## src/rtl/filter_pkg.sv

```systemverilog
// Shared types and constants for the sliding-window filter controller.
// The coordinate width helper keeps degenerate one-pixel dimensions at a legal width.
package filter_pkg;

    typedef enum logic [1:0] {
        IDLE,
        RUN,
        DRAIN,
        DONE
    } state_t;

    localparam int DEF_IMG_W = 640;
    localparam int DEF_IMG_H = 480;
    localparam int DEF_K     = 3;

    function automatic int coord_w(input int n);
        return (n > 1) ? $clog2(n) : 1;
    endfunction

endpackage

```

## src/rtl/raster_counter.sv

```systemverilog
// Raster-order column/row counter that advances once per accepted pixel.
// Wraps column into row, and row back to zero after the last line.
module raster_counter
    import filter_pkg::*;
#(
    parameter int IMG_W = DEF_IMG_W,
    parameter int IMG_H = DEF_IMG_H
) (
    input  logic                      clk,
    input  logic                      rst,
    input  logic                      clr,
    input  logic                      inc,
    output logic [coord_w(IMG_W)-1:0] col,
    output logic [coord_w(IMG_H)-1:0] row,
    output logic                      last
);

    localparam int CW = coord_w(IMG_W);
    localparam int RW = coord_w(IMG_H);
    localparam logic [CW-1:0] COL_MAX = CW'(IMG_W - 1);
    localparam logic [RW-1:0] ROW_MAX = RW'(IMG_H - 1);

    always_ff @(posedge clk) begin
        if (rst || clr) begin
            col <= '0;
            row <= '0;
        end else if (inc) begin
            if (col == COL_MAX) begin
                col <= '0;
                row <= (row == ROW_MAX) ? '0 : row + 1'b1;
            end else begin
                col <= col + 1'b1;
            end
        end
    end

    assign last = (col == COL_MAX) && (row == ROW_MAX);

endmodule

```

## src/rtl/filter_window_ctrl.sv

```systemverilog
// Sequencer for the KxK sliding window: gates the shared shift enable, tracks raster
// position and flags when the window registers hold a complete in-image window.
module filter_window_ctrl
    import filter_pkg::*;
#(
    parameter int IMG_W = DEF_IMG_W,
    parameter int IMG_H = DEF_IMG_H,
    parameter int K     = DEF_K
) (
    input  logic                      clk,
    input  logic                      rst,
    input  logic                      start,
    input  logic                      in_valid,
    output logic                      in_ready,
    input  logic                      out_ready,
    output logic                      shift_en,
    output logic                      win_valid,
    output logic [coord_w(IMG_W)-1:0] win_col,
    output logic [coord_w(IMG_H)-1:0] win_row,
    output logic                      busy,
    output logic                      done
);

    localparam int CW = coord_w(IMG_W);
    localparam int RW = coord_w(IMG_H);
    localparam logic [CW-1:0] COL_MIN  = CW'(K - 1);
    localparam logic [RW-1:0] ROW_MIN  = RW'(K - 1);
    localparam logic [CW-1:0] HALF_COL = CW'((K - 1) / 2);
    localparam logic [RW-1:0] HALF_ROW = RW'((K - 1) / 2);

    state_t state, next_state;

    logic [CW-1:0] col;
    logic [RW-1:0] row;
    logic          last;
    logic          clr;
    logic          completes;

    raster_counter #(
        .IMG_W(IMG_W),
        .IMG_H(IMG_H)
    ) u_raster_counter (
        .clk (clk),
        .rst (rst),
        .clr (clr),
        .inc (shift_en),
        .col (col),
        .row (row),
        .last(last)
    );

    assign shift_en  = in_valid & in_ready;
    assign completes = (row >= ROW_MIN) && (col >= COL_MIN);

    always_ff @(posedge clk) begin
        if (rst) begin
            state <= IDLE;
        end else begin
            state <= next_state;
        end
    end

    // A held, unconsumed window blocks new pixels so the window registers do not move under it.
    always_comb begin
        next_state = state;
        in_ready   = 1'b0;
        busy       = 1'b0;
        done       = 1'b0;
        clr        = 1'b0;
        case (state)
            IDLE: begin
                if (start) begin
                    next_state = RUN;
                    clr        = 1'b1;
                end
            end
            RUN: begin
                busy     = 1'b1;
                in_ready = ~win_valid | out_ready;
                if (in_valid && in_ready && last) begin
                    next_state = DRAIN;
                end
            end
            DRAIN: begin
                busy = 1'b1;
                if (!win_valid || out_ready) begin
                    next_state = DONE;
                end
            end
            DONE: begin
                done       = 1'b1;
                next_state = IDLE;
            end
            default: next_state = IDLE;
        endcase
    end

    // Row-start pixels never raise win_valid, which hides the stale wrap-around window.
    always_ff @(posedge clk) begin
        if (rst) begin
            win_valid <= 1'b0;
            win_col   <= '0;
            win_row   <= '0;
        end else if (shift_en && completes) begin
            win_valid <= 1'b1;
            win_col   <= col - HALF_COL;
            win_row   <= row - HALF_ROW;
        end else if (win_valid && out_ready) begin
            win_valid <= 1'b0;
        end
    end

endmodule

```

## config.mk

```make
export PLATFORM = sky130hd
export DESIGN_NAME = filter_window_ctrl
export DESIGN_NICKNAME = d
export VERILOG_FILES = /design/src/rtl/filter_pkg.sv /design/src/rtl/raster_counter.sv /design/src/rtl/filter_window_ctrl.sv
export SDC_FILE = /design/constraint.sdc
export NUM_CORES = 1
export LEC_CHECK = 0
export ABC_AREA = 0
export ABC_CLOCK_PERIOD_IN_PS = 2600
export BUFFER_PORTS_ARGS = -buffer_cell sky130_fd_sc_hd__buf_4
export CAP_MARGIN = 10
export CORE_MARGIN = 5
export CORE_UTILIZATION = 57
export CTS_CLUSTER_DIAMETER = 50
export DETAILED_ROUTE_END_ITERATION = 8
export PLACE_DENSITY = 0.91
export SYNTH_ARGS = -nofsm -noshare
export SYNTH_HDL_FRONTEND = slang
export SYNTH_HIERARCHICAL = 1
export SYNTH_SLANG_ARGS = --single-unit
```

## constraint.sdc

```tcl
create_clock -name clk -period 2.6 [get_ports clk]
set_input_delay 0.13 -clock clk [delete_from_list [all_inputs] [get_ports clk]]
set_output_delay 0.13 -clock clk [all_outputs]
set_load 0.02 [all_outputs]
```

# Word-level counts from Yosys, hierarchy flattened
# Index checks and enable logic that the tools add are counted.
[word_totals]
elab_cells = 50
ff_bits = 41
inputBits = 5
out_inout_bits = 24
[classes]
addsub = 4
bitwise_logic = 3
n_mux = 13
magnitude_cmp = 2
eq_ne = 8
reduce_logical = 14
[op_table]
columns = ["operator", "n"]
rows = [
  ["adder 10 x 1 -> 10 bit (second input constant)", 1],
  ["== test 10 bit (second input constant)", 1],
  ["greater-or-equal comparator 10 x 2 -> 1 bit (second input constant)", 1],
  ["2-to-1 mux 10 bit", 1],
  ["subtractor 10 x 1 -> 10 bit (second input constant)", 1],
  ["adder 9 x 1 -> 9 bit (second input constant)", 1],
  ["== test 9 bit (second input constant)", 1],
  ["greater-or-equal comparator 9 x 2 -> 1 bit (second input constant)", 1],
  ["2-to-1 mux 9 bit", 1],
  ["subtractor 9 x 1 -> 9 bit (second input constant)", 1],
  ["case mux 2 bit (4 select lines)", 1],
  ["2-to-1 mux 1 bit", 7],
  ["logical AND 1 bit", 6],
  ["2-to-1 mux 2 bit", 3],
  ["inequality test 2 bit (second input constant)", 3],
  ["== test 2 bit (second input constant)", 2],
  ["AND reduction 3 bit", 1],
  ["== test 2 x 1 -> 1 bit (second input constant)", 1],
  ["zero test 2 bit", 1],
  ["logical OR 1 bit", 2],
  ["AND reduction 2 bit", 1],
  ["nonzero test 2 bit", 1],
  ["OR reduction 2 bit", 1],
  ["AND 1 bit", 1],
  ["other kinds (3)", 3],
]

# Longest topological paths before layout
# Gate-level depths: netlist of run 1.
[logic_depth]
ltp_word = 6
ltp_mapped = 9
mapped_depth_nobuf = 8

# Modules after synthesis
# Netlist of run 1, hierarchy kept.
[by_module_without_submodules]
columns = ["mod", "cells_each", "seq_area_each_um2", "area_per_inst_um2", "n_inst"]
rows = [
  ["filter_window_ctrl", 141, 440.4, 1322.5, 1],
  ["raster_counter", 102, 380.4, 937.1, 1],
]

# Least setup slack after synthesis of run 1
# No wires, ideal clock.
[synth_path]
path_kind = "register to register"
from = "register state[1]"
to = "register u_raster_counter.row[5]"
n_path_buf = 2
required_time_ns = 2.530
setup_time_ns = 0.070
synth_period_minus_slack_ns = 2.436
stages_incl_launch_ff = 10
t_arrival_ns = 2.367
setup_slack_ns = 0.164
path_cell_list = "dfxtp_1 > inv_1 > ha_1 > and3_1 > clkbuf_1 > and3_1 > buf_6 > nand3_4 > or4_1 > a21oi_1"
[synth_between]
elab_chain_len = 4
elab_cells_between_ends = 7
cone_classes = "eq/ne (1); mux (2); bitwise (1); reduce/logical (3)"
[synth_lines]
columns = ["item", "line_no", "rtl"]
rows = [
  ["start: declaration", "filter_window_ctrl.sv:31", "state_t state, next_state;"],
  ["start signal: assignment", "filter_window_ctrl.sv:59", "state <= next_state;"],
  ["== test 2 x 1 -> 1 bit", "filter_window_ctrl.sv:70", "case (state)"],
  ["2-to-1 mux 1 bit", "filter_window_ctrl.sv:70", ""],
  ["AND 1 bit", "filter_window_ctrl.sv:52", "assign shift_en = in_valid & in_ready;"],
  ["via shift_en", "filter_window_ctrl.sv:16", "output logic shift_en,"],
  ["AND reduction 2 bit (no line)", "--", ""],
  ["end signal: assignment", "raster_counter.sv:30", "row <= (row == ROW_MAX) ? '0 : row + 1'b1;"],
  ["end: declaration", "raster_counter.sv:14", "output logic [coord_w(IMG_H)-1:0] row,"],
]
# The timed path passes the listed nets, and every way through them passes these cells.
# A chain may end at the register's enable or synchronous reset.

# Worst setup path in the final report of run 1
[layout_path]
from = "register u_raster_counter.row[1]"
to = "register state[1]"
[layout_between]
elab_chain_len = 5
[layout_lines]
columns = ["item", "line_no", "rtl"]
rows = [
  ["== test 9 bit", "raster_counter.sv:37", "assign last = (col == COL_MAX) && (row == ROW_MAX);"],
  ["logical AND 1 bit", "raster_counter.sv:37", ""],
  ["via last", "filter_window_ctrl.sv:35", "logic last;"],
  ["logical AND 1 bit", "filter_window_ctrl.sv:80", "if (in_valid && in_ready && last) begin"],
  ["inequality test 2 bit (no line)", "--", ""],
  ["AND reduction 3 bit (no line)", "--", ""],
]
# The timed path passes the listed nets, and every way through them passes these cells.

==> flow_metrics.env, run 1 <==
export IMPL_vias_per_cell=6.22
export IMPL_holdBufCountCts=0
export IMPL_p_clk_frac=0.366
export IMPL_cp_data_arrival_time_ns=2.64
export IMPL_worstPathMaxFanout=10
export IMPL_synthArstFlopShare=0
export IMPL_synthCells=243
export IMPL_cts_path_max_buffers=2
export IMPL_dp_hpwl_um=3620
export IMPL_track_usage=0.215
export IMPL_start_kind="flip-flop"
export IMPL_start_util=0.604
export IMPL_max_freq_ghz=0.408
export IMPL_r2r_slack_ns=0.15
export IMPL_antenna_cells=0
export IMPL_yosys_warnings=6
export IMPL_hold_slack_ns=0.195
export IMPL_critical_path_class="flip-flop to flip-flop"
export IMPL_holdPathStages=2
export IMPL_p_leak_nw=1.00
export IMPL_hold_violations=0
export IMPL_reg2reg_from="u_raster_counter/row[1]"
export IMPL_reg2regPathDepth=8
export IMPL_post_cts_repair_setup_buffers=0
export IMPL_synth_enable_flop_cells=0
export IMPL_cts_buffers=5
export IMPL_r2r_end="state[1]"
export IMPL_yosysTopAreaCell="dfxtp_1"
export IMPL_post_route_drc_count=0
export IMPL_synth_avg_cell_area_um2=9.30
export IMPL_setup_viol=0
export IMPL_critical_path_slowest_cell="or4_1"
export IMPL_gp_congestion=0.910
export IMPL_grt_pass1_vias=1949
export IMPL_finalPower_w=0.00168
export IMPL_port_buffer_count=28
export IMPL_grt_start_max_net_pins=26
export IMPL_io_pins=29
export IMPL_hold_start="rst"
export IMPL_areaGrowthSynthToFinish_pct=14.6
export IMPL_yosys_top_cells_area="dfxtp_1 36%, ha_1 6.1%, a211oi_2 5.5%, xnor2_1 5.4%, a31oi_1 5.3%"
export IMPL_htreeDepth=2
export IMPL_synth_top_area_frac=0.363
export IMPL_tightestPinTransition_ns=0.561
export IMPL_yosys_register_bits=41
export IMPL_final_layout_size_suffix_gt1_frac=0.220
export IMPL_yosysMostFrequentCell="dfxtp_1"
export IMPL_ys_types=43
export IMPL_antenna_found_initial=0
export IMPL_p_switching_w=0.000497
export IMPL_finalCritPeriodShare=0.943
export IMPL_num_rows=22
export IMPL_insertion_delay_ns=0.30
export IMPL_synthFlopType="dfxtp_1"
export IMPL_cts_resized=0
export IMPL_drtAntennaViolNets=0
export IMPL_num_vias=1966
export IMPL_min_to="state[1]"
export IMPL_yosysSeqAreaShare=0.363
export IMPL_path_buf_inv=0
export IMPL_ir_drop_mv=0.450
export IMPL_core_area_um2=3740
export IMPL_drv_slew=0
export IMPL_intPower_w=0.00118
export IMPL_clkTransAtPathRegs_ns=0.08
export IMPL_wire_per_inst_um=16.9
export IMPL_crit_chain="ha_1 > nand4_1 > or4_1 > nor3_1 > a21bo_2 > o221ai_1 > mux2i_1 > nor2_1"
export IMPL_rsz0062_at_grt="false"
export IMPL_synth_fp_nets=259
export IMPL_end_kind="flip-flop"
export IMPL_hold_class="input pin to flip-flop"
export IMPL_fin_nets=283
export IMPL_die_x_um=73.0
export IMPL_first_iter_violations=213
export IMPL_wl_um=5330
export IMPL_cts_sinks=41
export IMPL_gr_total_overflow=0
export IMPL_drtPass1Iterations=4
export IMPL_fin_worst_skew_ns=0.00364
export IMPL_grt_pass1_wl_um=8980
export IMPL_synth_area_um2=2260
export IMPL_critPathMaxStageDelay_ns=0.55
export IMPL_cp_required_ns=2.79
export IMPL_relSlewSlack=0.623
export IMPL_switching_share=0.296
export IMPL_p_per_area_nw_per_um2=648
export IMPL_pwr_share_seq=0.400
export IMPL_setup_tns_ns=0
export IMPL_dieArea_um2=5320
export IMPL_path_delay_family="simple AND/OR/NAND/NOR gates"
export IMPL_cts_tree="built"
export IMPL_synth_commonest_cells="41 x dfxtp_1, 20 x nor2_1, 19 x a31oi_1, 14 x xnor2_1, 13 x inv_1"
export IMPL_die_h_um=73.0
export IMPL_p_comb_frac=0.235
export IMPL_root_buffer="clkbuf_8"
export IMPL_status="finished, final reports clean"
export IMPL_cap_violations=0
export IMPL_layout_min_cycle_time_ns=2.45
-- final cells by class --
cell class / count / area [um^2]
clock buffer: 5 / 68.8
fill: 296 / 1150
inverter: 13 / 48.8
clock inverter: 3 / 65.1
tap: 48 / 60.1
sequential: 41 / 821
timing repair buffer: 30 / 225
multi-input combinational: 176 / 1300
-- per-layer routing --
metal | up-vias | GRT usage | part of all wire
li1 | 948 | - | -
met1 | 941 | 0.254 | 0.43
met2 | 58 | 0.371 | 0.50
met3 | 19 | 0.0482 | 0.048
met4 | 0 | 0.0922 | 0.023
met5 | - | 0 | 0
-- power by group through the flow --
| stage | Sequential [W] | Combinational, W | Clock, W |
|---|---|---|---|
| 3_5_place_dp | 0.000684 | 0.000384 | 0 |
| 6_report | 0.000671 | 0.000394 | 0.000614 |
| 2_1_floorplan | 0.000677 | 0.000287 | 0 |
| 5_1_grt | 0.000673 | 0.000428 | 0.000644 |
| 4_1_cts | 0.000670 | 0.000394 | 0.000621 |
| 3_3_place_gp | 0.000682 | 0.000368 | 0 |
-- cells in the final DEF (no fill, tap or decap), types with 5 or more instances in the layout --
master    instances
inv_1            13
a211oi_2         10
or4_1             6
a31oi_1          19
nand3_1           5
nand2_1          11
nand4_1           5
a211oi_1          8
nor2_1           20
ha_1             11
nor3_1            8
xnor2_1          14
buf_4            30
clkbuf_8          5
xor2_1           10
dfxtp_1          41
a21oi_1           5
-- through the flow --
stage,instance area (um^2),util,cells,setup slack [ns]
global placement,2460,0.656,308,0.353
floorplan,2260,-,243,0.164
CTS,2590,0.692,316,0.179
global route,2590,0.692,316,0.0300
finish,2590,0.692,316,0.147
detailed placement,2460,0.656,308,0.229
-- worst max path at each step --
stage                                  startpoint                      end  slack (ns)  cells past startpoint
final                     u_raster_counter/row[1]                 state[1]        0.15                      8
after global routing      u_raster_counter/row[1]                 state[1]        0.03                      8
after CTS                 u_raster_counter/row[1]                 state[1]        0.18                      8
after detailed placement  u_raster_counter/row[1]                 state[0]        0.23                      8
after global placement    u_raster_counter/row[1]                 state[0]        0.35                      8
after floorplan                          state[1]  u_raster_counter/row[5]        0.16                      9
-- logic make-up after synthesis --
kind of cell	Yosys count	share of synthesized area
XOR/XNOR	24	0.0930
flip-flops	41	0.363
multiplexers	4	0.0177
adder cells (fa/ha/maj)	11	0.0609
buffers and inverters	26	0.0609
AND/OR/NAND/NOR	82	0.215
AO/OA/AOI/OAI	55	0.189
-- worst reg2reg max path, delay by kind of cell (launching register included) --
family	cells	cell delay, ns
compound gates	2	0.36
simple gates	4	0.99
mux	1	0.23
flops	1	0.50
fa+ha+maj	1	0.26
-- sequential cells by signal (all words and copies together) (netlist names) --
register              count
win_col                  10
u_raster_counter/col     10
state                     2
win_row                   9
win_valid                 1
u_raster_counter/row      9
(Power assumes the default switching activity.)
==> inputs of run 2 (changes only) <==
Settings changed: ABC_CLOCK_PERIOD_IN_PS 2600 to 2000, CELL_PAD_IN_SITES_DETAIL_PLACEMENT from default to 0, CELL_PAD_IN_SITES_GLOBAL_PLACEMENT from default to 1, CORE_UTILIZATION 57 to 40, PLACE_DENSITY 0.91 to 0.88.
Clock period 2.6 ns to 2 ns, I/O delays scaled along.
==> run 2 against run 1 <==
Final area rose by 13%. Global-route usage fell by 5.0 points. Via count rose by 4.0%. Core utilization fell by 16 points. Die area rose by 36%. Routed wire length rose by 9.1%. Combinational power rose by 57%. Final cell count rose by 17%. Sequential share of layout area fell by 3.3 points. Critical endpoint is now win_col[3].
==> flow_metrics.env, run 2 (synthesis results as in run 1) <==
export IMPL_critical_path_class="flip-flop to flip-flop"
export IMPL_cts_path_max_buffers=2
export IMPL_p_leak_nw=1.15
export IMPL_port_buffer_count=28
export IMPL_io_pins=29
export IMPL_ir_drop_mv=0.411
export IMPL_utilization=0.531
export IMPL_hold_slack_ns=0.195
export IMPL_grt_pass1_wl_um=9720
export IMPL_crit_path_start="u_raster_counter/col[1]"
export IMPL_gr_total_overflow=0
export IMPL_rsz0062_at_grt="true"
export IMPL_finalPower_w=0.00217
export IMPL_dp_hpwl_um=4140
export IMPL_vias_per_cell=5.54
export IMPL_worstPathMaxFanout=17
export IMPL_layout_min_cycle_time_ns=1.98
export IMPL_cap_violations=0
export IMPL_drtPass1Iterations=4
export IMPL_cts_tree="built"
export IMPL_cp_data_arrival_time_ns=2.14
export IMPL_status="finished, final reports clean"
export IMPL_fin_worst_skew_ns=0.00786
export IMPL_antenna_found_initial=0
export IMPL_final_layout_size_suffix_gt1_frac=0.367
export IMPL_fillers=512
export IMPL_clkTransAtPathRegs_ns=0.08
export IMPL_r2r_slack_ns=0.02
export IMPL_place_inst=360
export IMPL_start_kind="flip-flop"
export IMPL_first_iter_violations=109
export IMPL_drv_slew=0
export IMPL_holdBufCountCts=0
export IMPL_setup_tns_ns=0
export IMPL_antenna_cells=0
export IMPL_top_regs="u_raster_counter/col (10), win_col (10)"
export IMPL_grt_pass1_vias=2002
export IMPL_hold_class="input pin to flip-flop"
export IMPL_tightestPinTransition_ns=0.552
export IMPL_cts_sinks=41
export IMPL_wl_um=5820
export IMPL_insertion_delay_ns=0.29
export IMPL_root_buffer="clkbuf_8"
export IMPL_hold_violations=0
export IMPL_cp_required_ns=2.16
export IMPL_reg2reg_from="u_raster_counter/col[1]"
export IMPL_drtAntennaViolNets=0
export IMPL_r2r_end="win_col[3]"
export IMPL_wire_per_inst_um=15.8
export IMPL_reg2regPathDepth=5
export IMPL_finalCritPeriodShare=0.990
export IMPL_core_area_um2=5510
export IMPL_fin_nets=312
export IMPL_htreeDepth=2
export IMPL_max_freq_ghz=0.505
export IMPL_crit_end="win_col[3]"
export IMPL_num_vias=2045
export IMPL_start_util=0.410
export IMPL_setup_viol=0
export IMPL_areaGrowthSynthToFinish_pct=29.3
export IMPL_post_route_drc_count=0
export IMPL_die_h_um=85.2
export IMPL_die_x_um=85.2
export IMPL_grt_start_max_net_pins=25
export IMPL_layout_common_cells="57 x buf_4, 35 x dfxtp_1, 20 x nor2_1"
export IMPL_end_kind="flip-flop"
export IMPL_fin_cells=369
export IMPL_cts_buffers=5
export IMPL_num_rows=27
export IMPL_relSlewSlack=0.628
export IMPL_track_usage=0.165
export IMPL_gp_congestion=0.835
export IMPL_dieArea_um2=7250
export IMPL_post_cts_repair_setup_buffers=0
export IMPL_p_per_area_nw_per_um2=744
export IMPL_final_common_cell="buf_4"
[run 2: cell type report]
cell class	instances	area (um^2)	share of cell area
clock buffers	7	86.3	0.0296
clock inverters	1	30.0	0.0103
inverters	13	48.8	0.0167
multi-input cells	177	1400	0.478
flip-flops and latches	41	831	0.284
well taps	72	90.1	0.0308
repair buffers	58	439	0.150
[run 2: worst min path at each step]
stage / cells after the start / slack [ns] / to / startpoint
CTS: 3 / 0.17 / win_valid / out_ready
global route: 2 / 0.19 / state[1] / rst
finish: 2 / 0.20 / state[1] / rst
detailed placement: 2 / 0.46 / win_row[8] / win_row[8]
global placement: 2 / 0.45 / win_row[8] / win_row[8]
floorplan: 1 / 0.17 / win_col[3] / rst
[run 2: metrics by stage]
stage / setup WS (ns) / instance area (um^2)
finish: 0.0196 / 2920
global route: -0.0313 / 2920
CTS: 0.0189 / 2860
detailed placement: -0.0157 / 2710
global placement: 0.0357 / 2710
floorplan: -0.0297 / 2290
[run 2: worst max-delay path: stages, from the launching register on]
cell	delay (ns)
dfxtp_2	0.32
or4_1	0.52
or4_4	0.54
buf_6	0.19
a31oi_2	0.21
a311oi_2	0.07
[run 2: repair_timing]
item	in CTS	in global routing
gates cloned	1	0
pin swaps	0	5
resized for setup	6	12
endpoints found under the setup margin	3	17
[run 2: per-layer routing]
metal	vias to the layer above	routed length, um	track usage	share of wire
li1	1002	-	-	-
met1	998	2610	0.209	0.45
met2	36	2880	0.277	0.49
met3	9	215	0.0311	0.037
met4	0	110	0.0619	0.019
met5	-	0	0	0
[run 2: where the power goes]
part | switching (W) | total (W) | leakage [nW] | internal, W
logic | 0.000360 | 0.000618 | 0.762 | 0.000258
registers | 0.0000224 | 0.000861 | 0.334 | 0.000839
clock network | 0.000286 | 0.000693 | 0.0585 | 0.000407
